<file path="src/rtl/sar_pkg.sv">
// Shared definitions for the SAR result path: default code width, FSM encoding and
// the code-integrity rule used by the datapath and by anything modelling it.
package sar_pkg;

    localparam int SAR_NBITS = 5;
    localparam int SAR_WMAX  = 16;

    typedef enum logic [1:0] {
        ACC  = 2'd0,
        FULL = 2'd1
    } sar_state_t;

    // A finished code is good when every bit was decided exactly once: P and N disjoint and covering.
    function automatic logic sar_code_ok(input logic [SAR_WMAX-1:0] p,
                                         input logic [SAR_WMAX-1:0] n,
                                         input int                  nbits);
        logic [SAR_WMAX-1:0] mask;
        mask = '0;
        for (int i = 0; i < SAR_WMAX; i++) begin
            if (i < nbits) mask[i] = 1'b1;
        end
        return ((p & n) == '0) && ((p | n) == mask);
    endfunction

endpackage

</file>
<file path="src/rtl/sar_code_check.sv">
// Combinational integrity check of one SAR code; the good code value is the positive decisions.
module sar_code_check
    import sar_pkg::*;
#(
    parameter int NBITS = SAR_NBITS
) (
    input  logic [NBITS-1:0] RESULTP,
    input  logic [NBITS-1:0] RESULTN,
    output logic             GOOD,
    output logic [NBITS-1:0] CODE
);

    assign GOOD = sar_code_ok(SAR_WMAX'(RESULTP), SAR_WMAX'(RESULTN), NBITS);
    assign CODE = RESULTP;

endmodule

</file>
<file path="src/rtl/sar_result_avg.sv">
// Averages 2**LOG2AVG good SAR codes and presents the mean on a valid/ready port,
// with a sticky overrun flag and a saturating count of rejected codes.
module sar_result_avg
    import sar_pkg::*;
#(
    parameter int NBITS   = SAR_NBITS,
    parameter int LOG2AVG = 2,
    parameter int ERRW    = 8
) (
    input  logic             CLK,
    input  logic             RST,
    input  logic             EN,
    input  logic             CLR,
    input  logic             VALID_IN,
    input  logic [NBITS-1:0] RESULTP,
    input  logic [NBITS-1:0] RESULTN,
    output logic             OUT_VALID,
    input  logic             OUT_READY,
    output logic [NBITS-1:0] OUT_DATA,
    output logic             OVERRUN,
    output logic [ERRW-1:0]  ERR_CNT
);

    localparam int             AW   = NBITS + LOG2AVG;
    localparam int             CW   = (LOG2AVG > 0) ? LOG2AVG : 1;
    localparam logic [CW-1:0]  LAST = CW'((1 << LOG2AVG) - 1);

    logic             good;
    logic [NBITS-1:0] code;
    logic [AW-1:0]    acc;
    logic [AW-1:0]    sum;
    logic [CW-1:0]    cnt;
    logic             accept;
    logic             bad;
    logic             mean_done;
    logic [NBITS-1:0] mean;
    logic             load;
    logic             drop;
    sar_state_t       state;
    sar_state_t       state_nxt;

    sar_code_check #(.NBITS(NBITS)) u_check (
        .RESULTP (RESULTP),
        .RESULTN (RESULTN),
        .GOOD    (good),
        .CODE    (code)
    );

    assign accept    = EN & VALID_IN & good;
    assign bad       = EN & VALID_IN & ~good;
    assign sum       = acc + AW'(code);
    assign mean_done = accept && (cnt == LAST);
    assign mean      = NBITS'(sum >> LOG2AVG);

    // Output handshake: a word transfers on a cycle where OUT_VALID and OUT_READY are both 1;
    // OUT_DATA is held while OUT_VALID=1 and not yet taken, and a transfer may coincide with a new load.
    assign OUT_VALID = (state == FULL);

    always_comb begin
        state_nxt = state;
        load      = 1'b0;
        drop      = 1'b0;
        case (state)
            ACC: begin
                if (mean_done) begin
                    load      = 1'b1;
                    state_nxt = FULL;
                end
            end
            FULL: begin
                if (mean_done) begin
                    if (OUT_READY) load = 1'b1;
                    else           drop = 1'b1;
                end else if (OUT_READY) begin
                    state_nxt = ACC;
                end
            end
            default: state_nxt = ACC;
        endcase
    end

    always_ff @(posedge CLK) begin
        if (RST) begin
            state    <= ACC;
            OUT_DATA <= '0;
            acc      <= '0;
            cnt      <= '0;
            OVERRUN  <= 1'b0;
            ERR_CNT  <= '0;
        end else begin
            state <= state_nxt;
            if (load) OUT_DATA <= mean;

            // Disabling throws away any partial average so re-enabling starts clean.
            if (!EN || mean_done) begin
                acc <= '0;
                cnt <= '0;
            end else if (accept) begin
                acc <= sum;
                cnt <= cnt + CW'(1);
            end

            if (CLR)       OVERRUN <= 1'b0;
            else if (drop) OVERRUN <= 1'b1;

            if (CLR)                        ERR_CNT <= '0;
            else if (bad && ERR_CNT != '1)  ERR_CNT <= ERR_CNT + ERRW'(1);
        end
    end

endmodule
</file>
<file path="config.mk">
export PLATFORM = sky130hd
export DESIGN_NAME = sar_result_avg
export DESIGN_NICKNAME = d
export VERILOG_FILES = /design/src/rtl/sar_pkg.sv /design/src/rtl/sar_code_check.sv /design/src/rtl/sar_result_avg.sv
export SDC_FILE = /design/constraint.sdc
export NUM_CORES = 1
export LEC_CHECK = 0
export CORE_AREA = 2 2 54 56
export DETAILED_ROUTE_END_ITERATION = 8
export DIE_AREA = 0 0 56 58
export PLACE_DENSITY = 0.78
export SLEW_MARGIN = 20
export SYNTH_ARGS = -nofsm -noshare
export SYNTH_HDL_FRONTEND = slang
export SYNTH_SLANG_ARGS = --single-unit
</file>
<file path="constraint.sdc">
create_clock -name CLK -period 5.08 [get_ports CLK]
set_input_delay 1.016 -clock CLK [delete_from_list [all_inputs] [get_ports CLK]]
set_output_delay 1.016 -clock CLK [all_outputs]
set_load 0.02 [all_outputs]
</file>
Word-level counts from Yosys, hierarchy flattened

Cells that the tools add are included.

Reduce and logical (&&, ||, !) cells: 10
Bitwise operators: 6
Eq/ne operators: 7
Add/subtract/negate cells: 3
Mux-type cells: 11

Operator list:

| cell                                                                    | number |
|---|---|
| 16-bit by 5-bit equality test with 1-bit output (second input constant) | 1 |
| 16-bit logical NOT                                                      | 1 |
| 8-bit by 1-bit adder with 8-bit output (second input constant)          | 1 |
| 8-bit != test (second input constant)                                   | 1 |
| 7-bit by 5-bit adder with 7-bit output                                  | 1 |
| 1-bit 2-to-1 mux                                                        | 6 |
| 2-bit 2-to-1 mux                                                        | 3 |
| 5-bit bitwise AND                                                       | 1 |
| 5-bit OR                                                                | 1 |
| 2-bit != test (second input constant)                                   | 2 |
| 2-bit case mux with 2 select lines                                      | 1 |
| 2-bit OR reduction                                                      | 2 |
| 1-bit bitwise AND                                                       | 3 |
| 1-bit logical AND                                                       | 3 |
| 3-bit AND reduction                                                     | 1 |
| 2-bit by 1-bit adder with 2-bit output (second input constant)          | 1 |
| 2-bit by 1-bit equality test with 1-bit output (second input constant)  | 1 |
| 2-bit equality test (second input constant)                             | 1 |
| 2-bit logical NOT                                                       | 1 |
| 2-bit by 1-bit != test with 1-bit output (second input constant)        | 1 |
| 1-bit case mux with 2 select lines                                      | 1 |
| 1-bit logical NOT                                                       | 1 |
| 1-bit logical OR                                                        | 1 |
| 1-bit inverter                                                          | 1 |

Input bits: 16
Word-level logic and storage cells: 43
Bits in registers: 25
Output and inout bits: 15

Depth between registers and ports, before layout

Gate-level depths: netlist of the first run.

Word-level depth: 7
Mapped depth: 7

Cells and area by module

From an unflattened synthesis of the first run, not the netlist that was laid out.

Cell total of the unflattened synthesis: 167
Area, all modules: 1401.3 um2

Modules (own cells, without submodules):

| module         | area an instance (um2) | cells an instance | instances |
|---|---|---|---|
| sar_result_avg | 1305.0                 | 155               | 1 |
| sar_code_check | 96.3                   | 12                | 1 |

Worst setup path after synthesis of the first run

Ideal clock, no wire load.

Path kind: input to register
Start point: in RESULTP[0]
End point: reg acc[6]
Setup time: 0.117 ns
Data arrival time: 2.461 ns
Slack: 2.502 ns
Stages: 6
Required time: 4.963 ns
Cell sequence: ha_1 -> fa_1 -> a21o_1 -> a221o_1 -> xor2_1 -> a32o_1

Cells in the longest elaborated chain, start to end: 7
Elaborated cells on any way between the ends: 10
Classes of those cells: add/sub (1); eq/ne (1); bitwise (3); reduce/logical (5)

RTL lines:

| item                                                                                  | line                 | text |
|---|---|---|
| start: declaration                                                                    | sar_result_avg.sv:15 | `input logic [NBITS-1:0] RESULTP,` |
| 5-bit OR or 5-bit bitwise AND (tied branches)                                         | sar_pkg.sv:22        | `return ((p & n) == '0) && ((p \| n) == mask);` |
| 16-bit by 5-bit equality test with 1-bit output or 16-bit logical NOT (tied branches) | sar_pkg.sv:22        |  |
| 1-bit logical AND                                                                     | sar_pkg.sv:22        |  |
| 1-bit bitwise AND                                                                     | sar_result_avg.sv:49 | `assign accept = EN & VALID_IN & good;` |
| 1-bit logical AND                                                                     | sar_result_avg.sv:52 | `assign mean_done = accept && (cnt == LAST);` |
| 1-bit logical OR                                                                      | sar_result_avg.sv:95 | `if (!EN \|\| mean_done) begin` |
| 2-bit OR reduction (no line)                                                          | n/a                  |  |
| end signal: assignment                                                                | sar_result_avg.sv:99 | `acc <= sum;` |
| end: declaration                                                                      | sar_result_avg.sv:30 | `logic [AW-1:0] acc;` |

Several ways; a longest one is shown, not always the timed one.
A chain may end at the register's enable or synchronous reset.

Final worst setup path of the first run

Start point: in RESULTP[0]
End point: reg OUT_DATA[4]

Cells in the longest elaborated chain, start to end: 7
Elaborated cells on any way between the ends: 11
Classes of those cells: add/sub (1); eq/ne (1); mux (3); bitwise (3); reduce/logical (3)

RTL lines:

| item                                                                                  | line                                       | text |
|---|---|---|
| 5-bit OR or 5-bit bitwise AND (tied branches)                                         | sar_pkg.sv:22                              |  |
| 16-bit by 5-bit equality test with 1-bit output or 16-bit logical NOT (tied branches) | sar_pkg.sv:22                              |  |
| 1-bit logical AND                                                                     | sar_pkg.sv:22                              |  |
| 1-bit bitwise AND                                                                     | sar_result_avg.sv:49                       |  |
| 1-bit logical AND                                                                     | sar_result_avg.sv:52                       |  |
| 1-bit 2-to-1 mux (on tied branches)                                                   | sar_result_avg.sv:71, sar_result_avg.sv:65 |  |
| 1-bit case mux with 2 select lines                                                    | sar_result_avg.sv:63                       | `case (state)` |
| end signal: assignment                                                                | sar_result_avg.sv:92                       | `if (load) OUT_DATA <= mean;` |
| end: declaration                                                                      | sar_result_avg.sv:19                       | `output logic [NBITS-1:0] OUT_DATA,` |

Several ways; a longest one is shown, not always the timed one.

==> summary.md, run 1 <==
| Metric | Value |
|---|---|
| Outcome | completed |
| Largest area contributor in the netlist | dfxtp_1 |
| Post-synthesis sequential area ratio | 0.357 |
| Post-synth ARST share | 0 |
| Layout Nets | 202 |
| Setup violators final | 0 |
| Synth Flop Type | dfxtp_1 |
| Fraction of layout cells with a size suffix above 1 | 0.0739 |
| Max cap viols | 0 |
| Max Buffers Root-to-Sink | 2 |
| Antenna Cells | 0 |
| Worst-Skew Late Latency | between 0.3 and 0.4 ns |
| HPWL after detailed placement | ~2200 um |
| Mapped Area | roughly 1300 sq um |
| Die area | between 3000 and 4000 sq um |
| Count of cell types in the netlist | between 40 and 50 |
| Port Buffers | 30 |
| Internal power | about 240 uW |
| Core footprint | between 2000 and 3000 sq um |
| Fillers | about 230 |
| R2R depth | 7 |
| Syn Area/Cell | about 9 sq um |
| FF/Latch Area | around 480 sq um |
| Largest family of logic cells by synthesized area | simple AND/OR/NAND/NOR gates |
| DRT Pass-1 Iters | 4 |
| Max-slew headroom | 0.660 |
| Crit path kind | primary input to flip-flop |
| PD cells | approximately 190 nW/um^2 |
| Depth of the CTS H-tree | 1 |
| TNS Setup | 0 ns |
| Slowest-stage cell, CP | clkdlybuf4s50_1 |
| CP arrival | between 3 and 4 ns |
| Switch share | 0.253 |
| Crit end category | flip-flop |
| Post-Synth XOR/XNOR Area | 0.0957 |
| Via count | ~1.1k |
| Final worst path period need | about 2.8 ns |
| Mapped Cells | approximately 150 |
| Initial cell density of the core | 0.506 |
| Initial antenna violation count | 0 |
| Worst-path clk slew | approximately 0.13 ns |
| Post-DR vias/cell | ~5.5 |
| Adder-cell area share of the yosys netlist | 0.0799 |
| Post-route ant nets | 0 |
| First-pass GRT wire length | about 4700 um |
| VDD IR max | 142 uV |
| CP Cell Sequence | clkdlybuf4s50_1, ha_1, fa_1, a21o_1, a221o_1, xor2_1, mux2i_1, nor2_1 |
| Proportion of synthesized area in mux cells | 0.0297 |
| Layout area overhead | 25.6% |
| Clk sinks | 24 |
| Yosys warnings | 0 |
| CTS Buf Count | 3 |
| Post-CTS setup buffer count | 0 |
| Combinational fraction of design power | 0.136 |
| Multi-input logic area | 830 sq um |
| Iteration-0 DRC count of the detailed router | 19 |
| Syn_nets | around 170 |
| Post-cts resize count | 0 |
| CP Launch Type | primary input |
| WL per Instance | around 14 um |
| Flop pwr share | 0.595 |
| Final GP Congestion | 0.790 |
| Post-synthesis compound-gate area fraction | 0.195 |
| CTS tree | done |
| Leakage power | between 0.0005 and 0.0006 uW |
| Die Y-Extent | 58 um |
| EDFF count, synth | 0 |
| GRT overflow | 0 |
| DRC violations left | 0 |
| Fin crit share | 0.551 |
| Hold depth | 2 |
| Width of the chip | ~56 um |
| Routed WL | ~2800 um |
| Cell Rows | 19 |
| Final Hold Viols | 0 |
| Hold Path Class | flip-flop to flip-flop |
| Slew @ Worst Pin | ~0.50 ns |
| Clock power share | 0.269 |
| Skew final | between 0.0015 and 0.002 ns |
| GRT Util Overall | 0.180 |
| Power, Total | around 320 uW |
| Achievable Freq | 0.357 GHz |
| Critical Path RT | roughly 5.3 ns |
| Register bit total from synthesis | 24 |
| CP max FO | 3 |
| Area share of the largest cell type after synthesis | 0.357 |
| Max stage delay on crit path | around 0.44 ns |
| RSZ-0062 raised after global routing | no |
| Vias in the first global route | between 1k and 1.5k |
| Psw | roughly 80 uW |
| Synth Area in Simple Gates | 0.216 |
| # IOs | 31 |
| Largest net degree at the start of global routing | 13 |
| CTS Root Cell | clkbuf_4 |
| Max-slew violation count | 0 |
| Top cells by area, synth | dfxtp_1 (36%), ha_1 (6.5%), xnor2_1 (6.5%) |
| CTS Hold Buffers Added | 0 |
==> power groups by stage <==
stage               clock network (uW)  registers, uW  logic (uW)
floorplan                            0            194        23.5
global placement                     0            193        42.4
detailed placement                   0            193        43.2
CTS                               88.7            189        43.4
global route                      92.3            189        46.6
finish                            85.4            189        43.3
==> state kept, by name (all words and copies together) (netlist names) <==
register  count
acc           7
ERR_CNT       8
cnt           2
OVERRUN       1
state         1
OUT_DATA      5
==> area by class of cell <==
type,count,area share
flip-flops and latches,24,0.284
repair buffers,31,0.182
multi-input cells,115,0.491
well taps,31,0.0229
inverters,3,0.00666
clock buffers,3,0.0133
==> cells by family after synthesis <==
family,Yosys count
multiplexers,4
AND/OR/NAND/NOR,56
XOR/XNOR,13
AO/OA/AOI/OAI,34
flip-flops,24
adder cells (fa/ha/maj),8
buffers and inverters,8
==> cells in the mapped netlist, types with 2 or more instances <==
cell type	count
dfxtp_1	24
nand2_1	16
nor2_1	14
a21oi_1	11
xnor2_1	10
ha_1	7
nand3_1	5
nand4_1	5
mux2i_1	4
a32o_1	3
inv_1	3
o21ai_0	3
a211oi_1	2
a211oi_2	2
a21o_1	2
a31o_1	2
and3_1	2
buf_2	2
clkbuf_1	2
nand2b_1	2
nor3b_1	2
or3_1	2
xnor2_2	2
==> worst max-delay path, delay by kind of cell <==
family                     cells  cell delay, ns
buffers and inverters          1            0.44
adders and majority gates      2            0.67
xor gates and xnor gates       1            0.16
AOI/OAI and AO/OA              2            0.51
muxes                          1            0.15
and+or+nand+nor                1            0.06
==> cells in the final DEF (no fill, tap or decap), drive strengths merged, types with 2 or more instances in the layout <==
| cell type | Yosys | routed |
|---|---|---|
| nor3 | 3 | 3 |
| nor3b | 2 | 2 |
| a31o | 2 | 2 |
| nand3 | 5 | 5 |
| nor2 | 14 | 14 |
| xnor2 | 12 | 12 |
| or3 | 2 | 2 |
| a211oi | 4 | 4 |
| nand4 | 5 | 5 |
| clkdlybuf4s50 | 0 | 30 |
| nand2b | 2 | 2 |
| inv | 3 | 3 |
| and3 | 2 | 2 |
| o21ai | 4 | 4 |
| dfxtp | 24 | 24 |
| clkbuf | 2 | 3 |
| a21o | 2 | 2 |
| a2111oi | 2 | 2 |
| a21oi | 12 | 12 |
| ha | 7 | 7 |
| a32o | 3 | 3 |
| nand2 | 16 | 16 |
| mux2i | 4 | 4 |
==> through the flow <==
stage	utilization	std cells	worst slack [ns]	area [sq um]	hold WS, ns
2_1_floorplan	-	147	2.50	1350	0.436
3_3_place_gp	0.626	204	1.99	1670	0.442
3_5_place_dp	0.626	204	1.93	1670	0.456
4_1_cts	0.635	207	2.27	1690	0.473
5_1_grt	0.635	207	2.19	1690	0.486
6_report	0.635	207	2.28	1690	0.469
==> final timing paths <==
kind	slack (ns)	from	endpoint
setup / recovery	2.28	RESULTP[0]	OUT_DATA[4]$_SDFFE_PP0P_
hold / removal	0.47	acc[2]$_SDFFE_PP0P_	acc[2]$_SDFFE_PP0P_
setup reg to reg	3.11	acc[0]$_SDFFE_PP0P_	OUT_DATA[4]$_SDFFE_PP0P_
hold reg to reg	0.47	acc[2]$_SDFFE_PP0P_	acc[2]$_SDFFE_PP0P_
==> per-layer routing <==
metal  GRT usage  vias to the layer above  part of all wire  wire length, um
met1       0.237                      530              0.48             1340
met3      0.0246                        4             0.029               81
li1            -                      593                 -                -
met2       0.301                       19              0.48             1340
met4      0.0714                        0             0.014               39
met5           0                        -                 0                0
Note: power is estimated with default switching activity, not from simulation.
==> inputs of run 2 (changes only) <==
CORE_AREA = 2 2 43 84   (was 2 2 54 56)
DIE_AREA = 0 0 45 86   (was 0 0 56 58)
PLACE_DENSITY = 0.68   (was 0.78)
clock period = 2.3 ns   (was 5.08 ns; I/O delays follow)
==> run 2 against run 1 <==
Hold slack got worse by 0.0088 ns. Global-route usage rose by 1.1 points. Critical path depth fell by 1. First-iteration DRC count fell by 26%. Die area increased by 19%. Cell count is 8.2% higher. Power grew to 2.8 times the previous value. Utilization fell by 5.1 points. Cell area up 10%. Clock power grew to 4.3 times the previous value. Clock-buffer cell count unchanged.
==> summary.md, run 2 (same netlist as run 1, synthesis figures left out) <==
| Metric | Value |
|---|---|
| PD cells | 483 nW/um^2 |
| DRT Pass-1 Iters | 4 |
| Vias in the first global route | 1301 |
| Initial cell density of the core | 0.422 |
| DRC violations left | 0 |
| Core footprint | about 3200 sq um |
| Max Buffers Root-to-Sink | 2 |
| Die Y-Extent | between 80 and 90 um |
| Fraction of layout cells with a size suffix above 1 | 0.166 |
| Post-DR vias/cell | ~5.6 |
| Die area | 3870 sq um |
| Layout area overhead | 38.5% |
| Top Registers | ERR_CNT x8, acc x7, OUT_DATA x5 |
| Cell Count, Final, Fillers Out | about 220 |
| Slew @ Worst Pin | 0.574 ns |
| GRT Util Overall | 0.191 |
| # IOs | 31 |
| TNS Setup | 0 ns |
| Most frequent cells in the layout | clkdlybuf4s50_1 (30), dfxtp_1 (24), buf_4 (17), nand2_1 (16), nor2_1 (14) |
| Crit path kind | primary input to flip-flop |
| Layout Nets | 218 |
| Achievable Freq | 0.461 GHz |
| Hold Path Class | flip-flop to flip-flop |
| Initial antenna violation count | 0 |
| Cell Rows | 29 |
| Hold depth | 2 |
| Antenna Cells | 0 |
| Final GP Congestion | between 0.7 and 0.8 |
| Placed cell area | approximately 1800 sq um |
| Skew final | between 0.005 and 0.006 ns |
| Largest net degree at the start of global routing | 15 |
| Max cap viols | 0 |
| Clk sinks | 24 |
| Most flops, register | ERR_CNT |
| CTS Buf Count | 3 |
| Crit end category | flip-flop |
| Critical Path RT | between 2 and 2.5 ns |
| Post-CTS setup buffer count | 0 |
| CTS Root Cell | clkbuf_8 |
| VDD IR max | 493 uV |
| Depth of the CTS H-tree | 1 |
| Placed insts | 220 |
| Final Hold Viols | 0 |
| CTS Hold Buffers Added | 0 |
| GRT overflow | 0 |
| Design area | 1860 sq um |
| Post-route ant nets | 0 |
| Port Buffers | 30 |
| R2R depth | 6 |
| Most common cell after layout, fill and taps aside | clkdlybuf4s50_1 |
| Max-slew violation count | 0 |
| CP max FO | 2 |
| RSZ-0062 raised after global routing | no |
| Max FFs per register | 8 |
| Iteration-0 DRC count of the detailed router | 14 |
| Fin Hold WS | roughly 0.46 ns |
| Max-slew headroom | 0.616 |
| Routed WL | approximately 3300 um |
| WL per Instance | approximately 15 um |
| Worst-path clk slew | 0.08 ns |
| Via count | about 1.3k |
| CP Launch Type | primary input |
| CTS tree | done |
| Final worst path period need | 2.17 ns |
| Leakage power | between 0.0006 and 0.0007 uW |
| First-pass GRT wire length | ~5600 um |
| HPWL after detailed placement | 2630 um |
| Outcome | completed |
| Width of the chip | ~45 um |
| Worst-Skew Late Latency | roughly 0.27 ns |
| Setup violators final | 0 |
| CP arrival | approximately 2.3 ns |
| Fin crit share | 0.943 |
## run 2: changes by cell type in the layout (fill, tap and decap cells not counted)
cell and delta:
buf_4 +16, clkbuf_4 -3, clkbuf_8 +3, bufinv_16 +1, fa_1 -1, fa_2 +1, ha_1 -1, ha_2 +1
## run 2: layout make-up
cell class / count / area (sq um)
Multi-Input combinational cell: 115 / 835
Clock inverter: 1 / 30.0
Clock buffer: 3 / 41.3
Tap cell: 31 / 38.8
Fill cell: 317 / 1330
Inverter: 3 / 11.3
Timing Repair Buffer: 47 / 428
Sequential cell: 24 / 480
## run 2: timing repair
item,in CTS,in global routing
setup endpoints to repair,0,2
resized for setup,0,2
endpoints found under the hold margin,0,0
## run 2: final timing paths
path,startpoint,endpoint,slack (ns)
max,RESULTP[0],acc[6]$_SDFFE_PP0P_,0.13
min,acc[3]$_SDFFE_PP0P_,acc[3]$_SDFFE_PP0P_,0.46
max reg2reg,acc[0]$_SDFFE_PP0P_,acc[6]$_SDFFE_PP0P_,0.45
min reg2reg,acc[3]$_SDFFE_PP0P_,acc[3]$_SDFFE_PP0P_,0.46
## run 2: power breakdown
group	internal [uW]	total [uW]	switching, uW
logic	60.5	117	56.8
registers	416	417	1.19
clock network	233	367	134
total	709	901	192
## run 2: metrics by stage
| step | total power (uW) | utilization | setup slack (ns) |
|---|---|---|---|
| final | 901 | 0.584 | 0.130 |
| after global routing | 929 | 0.584 | 0.0392 |
| after CTS | 909 | 0.582 | 0.0371 |
| after detailed placement | 542 | 0.560 | -0.262 |
| after global placement | 540 | 0.560 | -0.191 |
| after floorplan | 480 | - | 0.278 |
## run 2: metal layers
| layer | vias to the layer above | wire length, um | global-route usage |
|---|---|---|---|
| li1 | 623 | - | - |
| met5 | - | 0 | 0 |
| met4 | 0 | 56 | 0.0722 |
| met1 | 600 | 1190 | 0.191 |
| met3 | 5 | 126 | 0.0168 |
| met2 | 24 | 1970 | 0.371 |
## run 2: critical path, cell delays in order
cell and delay [ns]:
clkdlybuf4s50_1 0.43, ha_2 0.21, fa_2 0.34, a21o_1 0.20
a221o_1 0.31, xor2_1 0.16, a32o_1 0.22
==> inputs of run 3 (changes only) <==
CORE_AREA = 2 2 49 73   (was 2 2 43 84)
DIE_AREA = 0 0 51 75   (was 0 0 45 86)
PLACE_DENSITY = 0.69   (was 0.68)
==> run 3 against run 2 <==
Clock skew fell by 0.0036 ns. Sequential power barely moved. Hold slack improved by 0.00059 ns. First-iteration DRC count rose by 29%. Power fell by 9.9%. Largest cell class unchanged. Largest power group unchanged.
==> summary.md, run 3 (same netlist as run 1, synthesis figures left out) <==
| Metric | Value |
|---|---|
| Outcome | completed |
| Met3 GRT Util | 0.0278 |
| Top Registers | ERR_CNT x8, acc x7, OUT_DATA x5 |
| DP Worst Slack | -0.262 ns |
| PnR worst setup slack | between 0.07 and 0.08 ns |
| WL per Instance | 13.5 um |
| Width of the chip | ~51 um |
| Iteration-0 DRC count of the detailed router | 18 |
| Achievable Freq | roughly 0.45 GHz |
| Max Buffers Root-to-Sink | 2 |
| Die area | around 3800 sq um |
| Clock power share | 0.347 |
| Initial cell density of the core | 0.426 |
| CTS Root Cell | clkbuf_8 |
| # IOs | 31 |
| CTS Hold Buffers Added | 0 |
| Core footprint | 3160 sq um |
| Post-route ant nets | 0 |
| VDD IR max | between 200 and 300 uV |
| Max-slew violation count | 0 |
| Final Util | 0.583 |
| Depth of the CTS H-tree | 1 |
| Clk sinks | 24 |
| Vias in the first global route | roughly 1.3k |
| Max FFs per register | 8 |
| PD cells | 441 nW/um^2 |
| Fraction of layout cells with a size suffix above 1 | 0.152 |
| Internal power | ~630 uW |
| Routed WL | 3130 um |
| Power, Total | 812 uW |
| Post-DR vias/cell | about 5.3 |
| CTS tree | done |
| Largest net degree at the start of global routing | 14 |
| Initial antenna violation count | 0 |
| CP max FO | 2 |
| Final Hold Viols | 0 |
| Max cap viols | 0 |
| Psw | between 150 and 200 uW |
| CP Launch Type | primary input |
| Fin Hold WS | roughly 0.46 ns |
| Port Buffers | 30 |
| Combinational fraction of design power | 0.139 |
| Most flops, register | ERR_CNT |
| Grt met2 use | 0.365 |
| Layout Nets | around 220 |
| Leakage power | 0.000672 uW |
| Worst-Skew Late Latency | roughly 0.26 ns |
| Die Y-Extent | approximately 75 um |
| Worst-path clk slew | 0.08 ns |
| First-pass GRT wire length | about 5600 um |
| TNS Setup | 0 ns |
| Skew final | between 0.0015 and 0.002 ns |
| Layer with the highest usage | met2 |
| Fin crit share | 0.968 |
| Max-slew headroom | 0.673 |
| CTS Buf Count | 3 |
| GRT overflow | 0 |
| RSZ-0062 raised after global routing | no |
| Cell Rows | 25 |
| Setup violators final | 0 |
| DRT Pass-1 Iters | 4 |
| M1 GR Usage | 0.203 |
| Critical Path RT | between 2 and 2.5 ns |
| CP arrival | 2.39 ns |
| Hold Path Class | flip-flop to flip-flop |
| HPWL after detailed placement | roughly 2500 um |
| Crit end category | flip-flop |
| Most frequent cells in the layout | clkdlybuf4s50_1 (30), dfxtp_1 (24), nand2_1 (16), buf_4 (15), nor2_1 (14) |
| Switch share | 0.226 |
| Slew @ Worst Pin | around 0.48 ns |
| Antenna Cells | 0 |
| Via count | about 1.2k |
| GRT Util Overall | 0.189 |
| Final GP Congestion | about 0.80 |
| Flop pwr share | 0.514 |
| Crit path kind | primary input to flip-flop |
| Final worst path period need | around 2.2 ns |
| Most common cell after layout, fill and taps aside | clkdlybuf4s50_1 |
| DRC violations left | 0 |
| Layout area overhead | 36.8% |
## run 3: critical path: stages
cell and delay (ns):
clkdlybuf4s50_1 0.45, ha_2 0.21, fa_1 0.39, a21o_1 0.21, a221o_1 0.30, xor2_1 0.16
a32o_1 0.22
## run 3: per-layer routing
layer / vias to the layer above / share of wire
met4: 0 / 0.014
met1: 578 / 0.41
met5: - / 0
met3: 5 / 0.036
li1: 620 / -
met2: 28 / 0.53
## run 3: worst paths after layout
kind | startpoint | end | slack (ns) | depth (start not counted)
max | RESULTP[0] | acc[6]$_SDFFE_PP0P_ | 0.07 | 7
min | acc[3]$_SDFFE_PP0P_ | acc[3]$_SDFFE_PP0P_ | 0.46 | 2
max reg2reg | acc[0]$_SDFFE_PP0P_ | acc[6]$_SDFFE_PP0P_ | 0.41 | 6
min reg2reg | acc[3]$_SDFFE_PP0P_ | acc[3]$_SDFFE_PP0P_ | 0.46 | 2
## run 3: repair_timing
action	CTS	global route
gates resized for setup	0	1
buffers inserted	0	0
endpoints found under the setup margin	0	2
## run 3: final cells by class
cell class,count,area [sq um]
Inverter,3,11.3
Multi-Input combinational cell,115,832
Tap cell,40,50.0
Fill cell,306,1320
Clock buffer,4,55.1
Sequential cell,24,480
Timing Repair Buffer,45,413
## run 3: power groups by stage
stage / Sequential [uW] / Combinational [uW] / Clock (uW)
after floorplan: 428 / 51.9 / 0
after global placement: 427 / 111 / 0
after detailed placement: 427 / 113 / 0
after CTS: 417 / 114 / 292
after global routing: 418 / 123 / 314
final: 417 / 113 / 282
## run 3: stage by stage
step,std cells,instance area [sq um]
5_1_grt,231,1840
3_5_place_dp,227,1780
3_3_place_gp,227,1780
2_1_floorplan,147,1350
6_report,231,1840
4_1_cts,231,1840
